`src/rtl/vx_commit_accum_pkg.sv`:
```
// Shared sizing helpers for commit accounting.
// Keeps the CSR unit and commit paths agreeing on widths.
package vx_commit_accum_pkg;

  localparam int INSTRET_W = 64;
  localparam int CSR_W = 32;
  localparam int NUM_THREADS_DEF = 4;

  function automatic int cnt_w(input int nt);
    return $clog2(nt + 1);
  endfunction

  function automatic int sum_w(input int nc, input int nt);
    return $clog2(nc * nt + 1);
  endfunction

endpackage

```
`src/rtl/vx_commit_accum_sum.sv`:
```
// Masked adder tree: NUM_CHANNELS counts reduced to one SUM_W total.
// Purely combinational; also used by the perf-counter block.
module vx_commit_accum_sum
  import vx_commit_accum_pkg::*;
#(
  parameter int NUM_CHANNELS = 6,
  parameter int NUM_THREADS = NUM_THREADS_DEF,
  parameter int CNT_W = cnt_w(NUM_THREADS),
  parameter int SUM_W = sum_w(NUM_CHANNELS, NUM_THREADS)
) (
  input  logic [NUM_CHANNELS-1:0]       valid,
  input  logic [NUM_CHANNELS*CNT_W-1:0] count,
  output logic [SUM_W-1:0]              sum
);

  localparam int LVL = $clog2(NUM_CHANNELS);
  localparam int P = 1 << LVL;

  // Leaves padded to a power of two; each level halves the width.
  for (genvar l = 0; l <= LVL; l++) begin : g_lvl
    logic [SUM_W-1:0] v [P >> l];
    for (genvar j = 0; j < (P >> l); j++) begin : g_node
      if (l == 0) begin : g_leaf
        if (j < NUM_CHANNELS) begin : g_ch
          assign v[j] = valid[j]
            ? SUM_W'(count[j*CNT_W +: CNT_W])
            : '0;
        end else begin : g_pad
          assign v[j] = '0;
        end
      end else begin : g_add
        assign v[j] = g_lvl[l-1].v[2*j]
                    + g_lvl[l-1].v[2*j+1];
      end
    end
  end

  assign sum = g_lvl[LVL].v[0];

endmodule

```
`src/rtl/vx_commit_accum.sv`:
```
// Commit reduction stage plus 64-bit instret counter with
// inhibit and half-word CSR writes (write-then-add).
module vx_commit_accum
  import vx_commit_accum_pkg::*;
#(
  parameter int NUM_CHANNELS = 6,
  parameter int NUM_THREADS = NUM_THREADS_DEF,
  parameter int CNT_W = cnt_w(NUM_THREADS),
  parameter int SUM_W = sum_w(NUM_CHANNELS, NUM_THREADS)
) (
  input  logic                          clk,
  input  logic                          reset,
  input  logic [NUM_CHANNELS-1:0]       ch_valid,
  input  logic [NUM_CHANNELS*CNT_W-1:0] ch_count,
  input  logic                          inhibit,
  input  logic                          csr_wr_en,
  input  logic                          csr_wr_hi,
  input  logic [CSR_W-1:0]              csr_wr_data,
  output logic                          commit_valid,
  output logic [SUM_W-1:0]              commit_size,
  output logic [INSTRET_W-1:0]          instret,
  output logic                          busy
);

  logic [SUM_W-1:0]     sum;
  logic [INSTRET_W-1:0] base;
  logic [INSTRET_W-1:0] inc;

  vx_commit_accum_sum #(
    .NUM_CHANNELS (NUM_CHANNELS),
    .NUM_THREADS  (NUM_THREADS),
    .CNT_W        (CNT_W),
    .SUM_W        (SUM_W)
  ) u_sum (
    .valid (ch_valid),
    .count (ch_count),
    .sum   (sum)
  );

  always_ff @(posedge clk or posedge reset) begin
    if (reset) begin
      commit_valid <= 1'b0;
      commit_size  <= '0;
    end else begin
      commit_valid <= (sum != '0);
      commit_size  <= sum;
    end
  end

  always_comb begin
    base = instret;
    if (csr_wr_en) begin
      if (csr_wr_hi) begin
        base = {csr_wr_data, instret[31:0]};
      end else begin
        base = {instret[63:32], csr_wr_data};
      end
    end
  end

  assign inc = (commit_valid && !inhibit)
             ? INSTRET_W'(commit_size)
             : '0;

  // Full-width add so a low-half write still carries upward.
  always_ff @(posedge clk or posedge reset) begin
    if (reset) begin
      instret <= '0;
    end else begin
      instret <= base + inc;
    end
  end

  assign busy = commit_valid;

endmodule

```
`config.mk`:
```
export PLATFORM = sky130hd
export DESIGN_NAME = vx_commit_accum
export DESIGN_NICKNAME = d
export VERILOG_FILES = /design/src/rtl/vx_commit_accum_pkg.sv /design/src/rtl/vx_commit_accum_sum.sv /design/src/rtl/vx_commit_accum.sv
export SDC_FILE = /design/constraint.sdc
export NUM_CORES = 1
export LEC_CHECK = 0
export ABC_CLOCK_PERIOD_IN_PS = 3500
export CAP_MARGIN = 20
export CORE_ASPECT_RATIO = 0.6
export CORE_MARGIN = 2
export CORE_UTILIZATION = 50
export DETAILED_ROUTE_END_ITERATION = 6
export PLACE_DENSITY = 0.81
export SYNTH_ARGS = -nofsm -noshare
export SYNTH_HDL_FRONTEND = slang
export SYNTH_SLANG_ARGS = --single-unit
```
`constraint.sdc`:
```
create_clock -name clk -period 3.5 [get_ports clk]
set_input_delay 0.35 -clock clk [delete_from_list [all_inputs] [get_ports clk]]
set_output_delay 0.35 -clock clk [all_outputs]
set_load 0.05 [all_outputs]
```
### Word level (Yosys, flattened, before mapping)

Cells that the tools add are included.

* bits of input ports: 61
* output and inout port bits: 71
* logic and storage cells: 21
* register bits after elaboration: 70

* add/sub/neg operators: 6
* multiplexer cells: 9
* reductions and logical operators: 3

Operators by type and width (count)
* $mux W64: 2
* $add A64 B5 Y64: 1
* $add A5 B5 Y5: 5
* $mux W3: 6
* $mux W5: 1
* $reduce_bool A5 Y1: 1
* $logic_and A1 B1 Y1: 1
* $logic_not A1 Y1: 1

### Longest topological paths before layout

* word-level depth: 5
* gate-level depth with buffers: 16
* depth with buffers taken out: 12

### By module

A second synthesis with hierarchy kept.

* cells, all modules: 546
* area, all modules: 5175.0 µm²

Modules (own cells, without submodules)
* vx_commit_accum: cells each 502, area an instance 4777.1 µm², sequential area each 1751.7 µm², times used 1
* vx_commit_accum_sum: cells each 44, area an instance 397.9 µm², sequential area each 0.0 µm², times used 1

### Worst setup path before layout

Ideal clock, no wire load.

* path kind: input to register
* from: in csr_wr_hi
* to: reg instret[56]
* stages on the path: 16
* setup slack: -0.043 ns
* arrival time: 3.463 ns
* path buffers: 5
* required time: 3.420 ns
* library setup time: 0.080 ns
* path through: nand2b_1 -> buf_6 -> buf_6 -> buf_2 -> clkbuf_1 -> buf_2 -> nand2_1 -> nand2_1 -> ha_1 -> fa_1 -> a311oi_1 -> nor4_2 -> and2_2 -> nand4_4 -> nor4b_2 -> xnor2_1

* longest elaborated chain between the ends: 3

Ends and longest elaborated chain
* from (decl): RTL line vx_commit_accum.sv:17 `input logic csr_wr_hi,`
* $mux W64: RTL line vx_commit_accum.sv:53 `if (csr_wr_hi) begin`
* $mux W64: RTL line vx_commit_accum.sv:52 `if (csr_wr_en) begin`
* $add A64 B5 Y64: RTL line vx_commit_accum.sv:70 `instret <= base + inc;`
* to (signal assigned): RTL line vx_commit_accum.sv:70
* to (decl): RTL line vx_commit_accum.sv:21 `output logic [INSTRET_W-1:0] instret,`

Every way passes these cells.

### Final worst setup path

* from: in ch_valid[2]
* to: reg commit_valid, in the netlist busy

* longest elaborated chain between the ends: 5

Ends and longest elaborated chain
* from (decl): RTL line vx_commit_accum.sv:13 `input logic [NUM_CHANNELS-1:0] ch_valid,`
* $mux W3: RTL line vx_commit_accum_sum.sv:26 `? SUM_W'(count[j*CNT_W +: CNT_W])`
* $add A5 B5 Y5 (3 in series): RTL line vx_commit_accum_sum.sv:33 `+ g_lvl[l-1].v[2*j+1];`
* net sum[4]: RTL line vx_commit_accum.sv:25 `logic [SUM_W-1:0] sum;`
* $reduce_bool A5 Y1: RTL line vx_commit_accum.sv:45 `commit_valid <= (sum != '0);`
* to (signal assigned): RTL line vx_commit_accum.sv:45
* to (decl): RTL line vx_commit_accum.sv:19 `output logic commit_valid,`

The timed path passes the listed nets, and every way through them passes these cells.

==> metrics.txt <==
root buffer cell=sky130_fd_sc_hd__clkbuf_16; async set-or-reset flop fraction in the synthesized netlist=100%; global-route congestion overflow total=0; placement-stage cell area=6810 µm²; Cells after DPL=829; die outline area=10900 µm²; Max IR drop VDD=0.383 mV; Initial DRT Pass Iterations=6; design area=7140 µm²; Syn Area/Cell=9.49 µm²; Final Net Count=786; final core utilization=72.6%; initial drt markers=627; number of CTS-inserted buffers=9; Layout area overhead=41.5%; main combinational cell family by area after synthesis=simple AND/OR/NAND/NOR gates; cell with the most instances after synthesis=sky130_fd_sc_hd__nand2_1; IO Port Bufs=131; run status=completed; vertical die dimension=81.8 µm; unrepaired setup endpoints after global routing=no; Syn Nets=613; Worst Setup End Kind=flop; post-cts resize count=0; Worst Path Max Fanout=2; leakage power summed over all cells=2.97 nW; main area contributors after synthesis=sky130_fd_sc_hd__dfrtp_1 35%, sky130_fd_sc_hd__mux2i_1 11%, sky130_fd_sc_hd__nand2_1 7.4%; proportion of total power due to net switching=42.2%; count of final max-slew check failures=0; dominant register cell in the synthesized netlist=sky130_fd_sc_hd__dfrtp_1; depth of the CTS H-tree=3; max capacitance violation total=0; Detail Route Antenna Nets=0; portion of total power attributed to sequential cells=28.0%; vias in the first global route=4732; count of non-filler cells in the finished layout=845; number of vias in the routed layout=4873; simple-gate share of the synthesized area=26.1%; count of synthesis-stage warnings from yosys=0; met2 global-route usage=44.8%; most numerous cell on the critical path=sky130_fd_sc_hd__fa_1; starting density of the core=51.3%; power density normalized to cell area=578 nW/µm²; pin count of the biggest net entering global routing=51; part of the power in combinational logic=47.1%; clock edge transition at the registers on the reported setup and hold paths=60 ps; routing usage on met1=45.5%; critical setup path kind=in -> reg; Crit path required time=3720 ps; initial antenna violation count=0; top post-synthesis cells by count=99 x sky130_fd_sc_hd__nand2_1, 70 x sky130_fd_sc_hd__dfrtp_1, 56 x sky130_fd_sc_hd__mux2i_1, 41 x sky130_fd_sc_hd__nand3_1, 34 x sky130_fd_sc_hd__xor2_1; # clock sinks=70; Detail Placement HPWL=12800 µm; pre-CTS WS=-158 ps; share of layout cells above drive strength 1=13.2%; adder-cell share of the synthesized area=6.89%; Top Usage Layer GRT=met1; clk_lat worst skew=340 ps; clock skew=8.41 ps; post-CTS repair timing setup buffer count=0; width of the die=134 µm; tightest slew margin relative to the limit=54.3%; Worst Slack Setup Final=188 ps; flops & latches, synth=70; post-synthesis compound-gate area fraction=4.54%; Critical Path Max Stage Delay=530 ps; maximum clock rate=302 MHz; proportion of synthesized chip area in sequential cells=34.7%; post-DR vias/cell=5.77; ordered list of cells on the worst path=clkdlybuf4s50_1, and2_1, fa_1, inv_1, fa_1, fa_1, inv_1, ha_1, inv_1, fa_1, xor2_1, nor3_1, nand3b_1; Bufs on Longest Clock Path=2; summed negative setup slack over all endpoints=0 ps; TritonCTS clock tree=done; area of the core=9840 µm²; final weighted congestion of routability-driven global placement=0.976; switching power summed over all nets=1.74 mW; crit path DAT=3530 ps; cell count after synthesis=532; ant diodes=0; Hold Path Class=in -> async; number of top-level design ports=132; dominant cell type by area after synthesis=sky130_fd_sc_hd__dfrtp_1; share of total power in the clock network=24.9%; Final period util=94.6%; Fin. Hold Viols=0; global-route wire length before repair=25400 µm; setup-violating endpoint count in the final report=0; cell area after technology mapping=5050 µm²; area share of the largest cell type after synthesis=34.7%; average wire per cell in the routed design=19.5 µm; Worst Hold Slack=364 ps; post-route minimum period=3310 ps; standard-cell row count=28; overall routing resource usage=31.0%; met3 usage=9.07%; number of different library cells in the post-synthesis netlist=54; Worst-Margin Slew=679 ps; slowest stage cell, crit path=sky130_fd_sc_hd__fa_1; mux cell area share after synthesis=14.1%; hold-fix buffers at CTS=0; parity-gate share of the synthesized area counting xor and xnor cells=10.9%; CP startpoint kind=input pin; design internal power=2.39 mW; number of enable flip-flop cells after synthesis=0; DRC violation count after routing=0; total detailed-routing wirelength=16500 µm; post-layout total power=4.13 mW
[power by group through the flow]
stage	sequential [mW]	clock, mW	combinational (mW)
6_report	1.15	1.03	1.94
5_1_grt	1.17	1.07	2.05
4_1_cts	1.15	1.04	1.94
3_5_place_dp	1.16	0	1.93
3_3_place_gp	1.15	0	1.89
2_1_floorplan	1.75	0	0.643
[sequential cells by signal, summed over array words and instances, names as in the netlist]
signal	cells
busy	1
commit_size	5
instret	64
[critical path, delay by kind of cell]
kind	cells	cell delay, ps
xor gates and xnor gates	1	190
adders and majority gates	5	2000
buffers and inverters	4	580
and+or+nand+nor	3	420
[cells by family (layout without fill, tap and decap cells)]
group | count (synthesis) | after routing
and+or+nand+nor | 248 | 248
adders and majority gates | 20 | 20
DFF | 70 | 70
muxes | 67 | 67
AOI/OAI and AO/OA | 36 | 36
buffers and inverters | 28 | 206
xor gates and xnor gates | 63 | 63
[placed cells by master, fill, tap and decap left out, types with 2 or more instances in the layout]
cell type	netlist	final
sky130_fd_sc_hd__mux2i_4	2	2
sky130_fd_sc_hd__nor2b_1	4	4
sky130_fd_sc_hd__nand3b_1	4	4
sky130_fd_sc_hd__xor2_1	34	34
sky130_fd_sc_hd__mux2_2	8	8
sky130_fd_sc_hd__nand4b_1	6	6
sky130_fd_sc_hd__and2_2	1	2
sky130_fd_sc_hd__fa_1	13	13
sky130_fd_sc_hd__nor3_1	8	8
sky130_fd_sc_hd__buf_4	1	47
sky130_fd_sc_hd__bufinv_16	0	2
sky130_fd_sc_hd__ha_1	7	7
sky130_fd_sc_hd__and3_1	10	10
sky130_fd_sc_hd__clkdlybuf4s50_1	0	131
sky130_fd_sc_hd__and2_1	11	10
sky130_fd_sc_hd__nand4_1	10	10
sky130_fd_sc_hd__or3_1	2	2
sky130_fd_sc_hd__a21oi_1	5	5
sky130_fd_sc_hd__o21ai_0	14	14
sky130_fd_sc_hd__clkbuf_16	0	9
sky130_fd_sc_hd__nor4_1	4	4
sky130_fd_sc_hd__inv_1	11	10
sky130_fd_sc_hd__or4_1	2	2
sky130_fd_sc_hd__nand2_1	99	99
sky130_fd_sc_hd__nand3_1	41	41
sky130_fd_sc_hd__nor4_2	4	4
sky130_fd_sc_hd__clkbuf_8	0	3
sky130_fd_sc_hd__a31oi_1	8	8
sky130_fd_sc_hd__nand4_4	2	2
sky130_fd_sc_hd__mux2i_1	56	56
sky130_fd_sc_hd__dfrtp_1	70	70
sky130_fd_sc_hd__nor2_1	28	28
sky130_fd_sc_hd__xnor2_1	29	29
[path summary, 6_finish.rpt]
| path | from | end | slack, ps | cells past startpoint |
|---|---|---|---|---|
| max | ch_valid[2] | busy | 190 | 13 |
| min | reset | instret[15] | 360 | 2 |
| max reg2reg | busy | instret[53] | 600 | 11 |
| min reg2reg | instret[9] | instret[9] | 590 | 2 |
| max in group asynchronous | reset | instret[32] | 2390 | 3 |
| min in group clk | instret[9] | instret[9] | 590 | 2 |
[layout make-up]
type                    count  area, µm²
clock buffers              13        270
clock inverters             3       65.1
fillers                   717       2700
inverters                  11       41.3
multi-input cells         434       3160
flip-flops and latches     70       1750
well taps                 135        169
repair buffers            179       1680
[metal layers]
metal,share of wire (%),vias to the layer above,wire (µm)
li1,-,2208,-
met1,45,2338,7450
met2,41,287,6810
met3,11,40,1890
met4,1.8,0,302
met5,0,-,0
(Power assumes the default switching activity.)
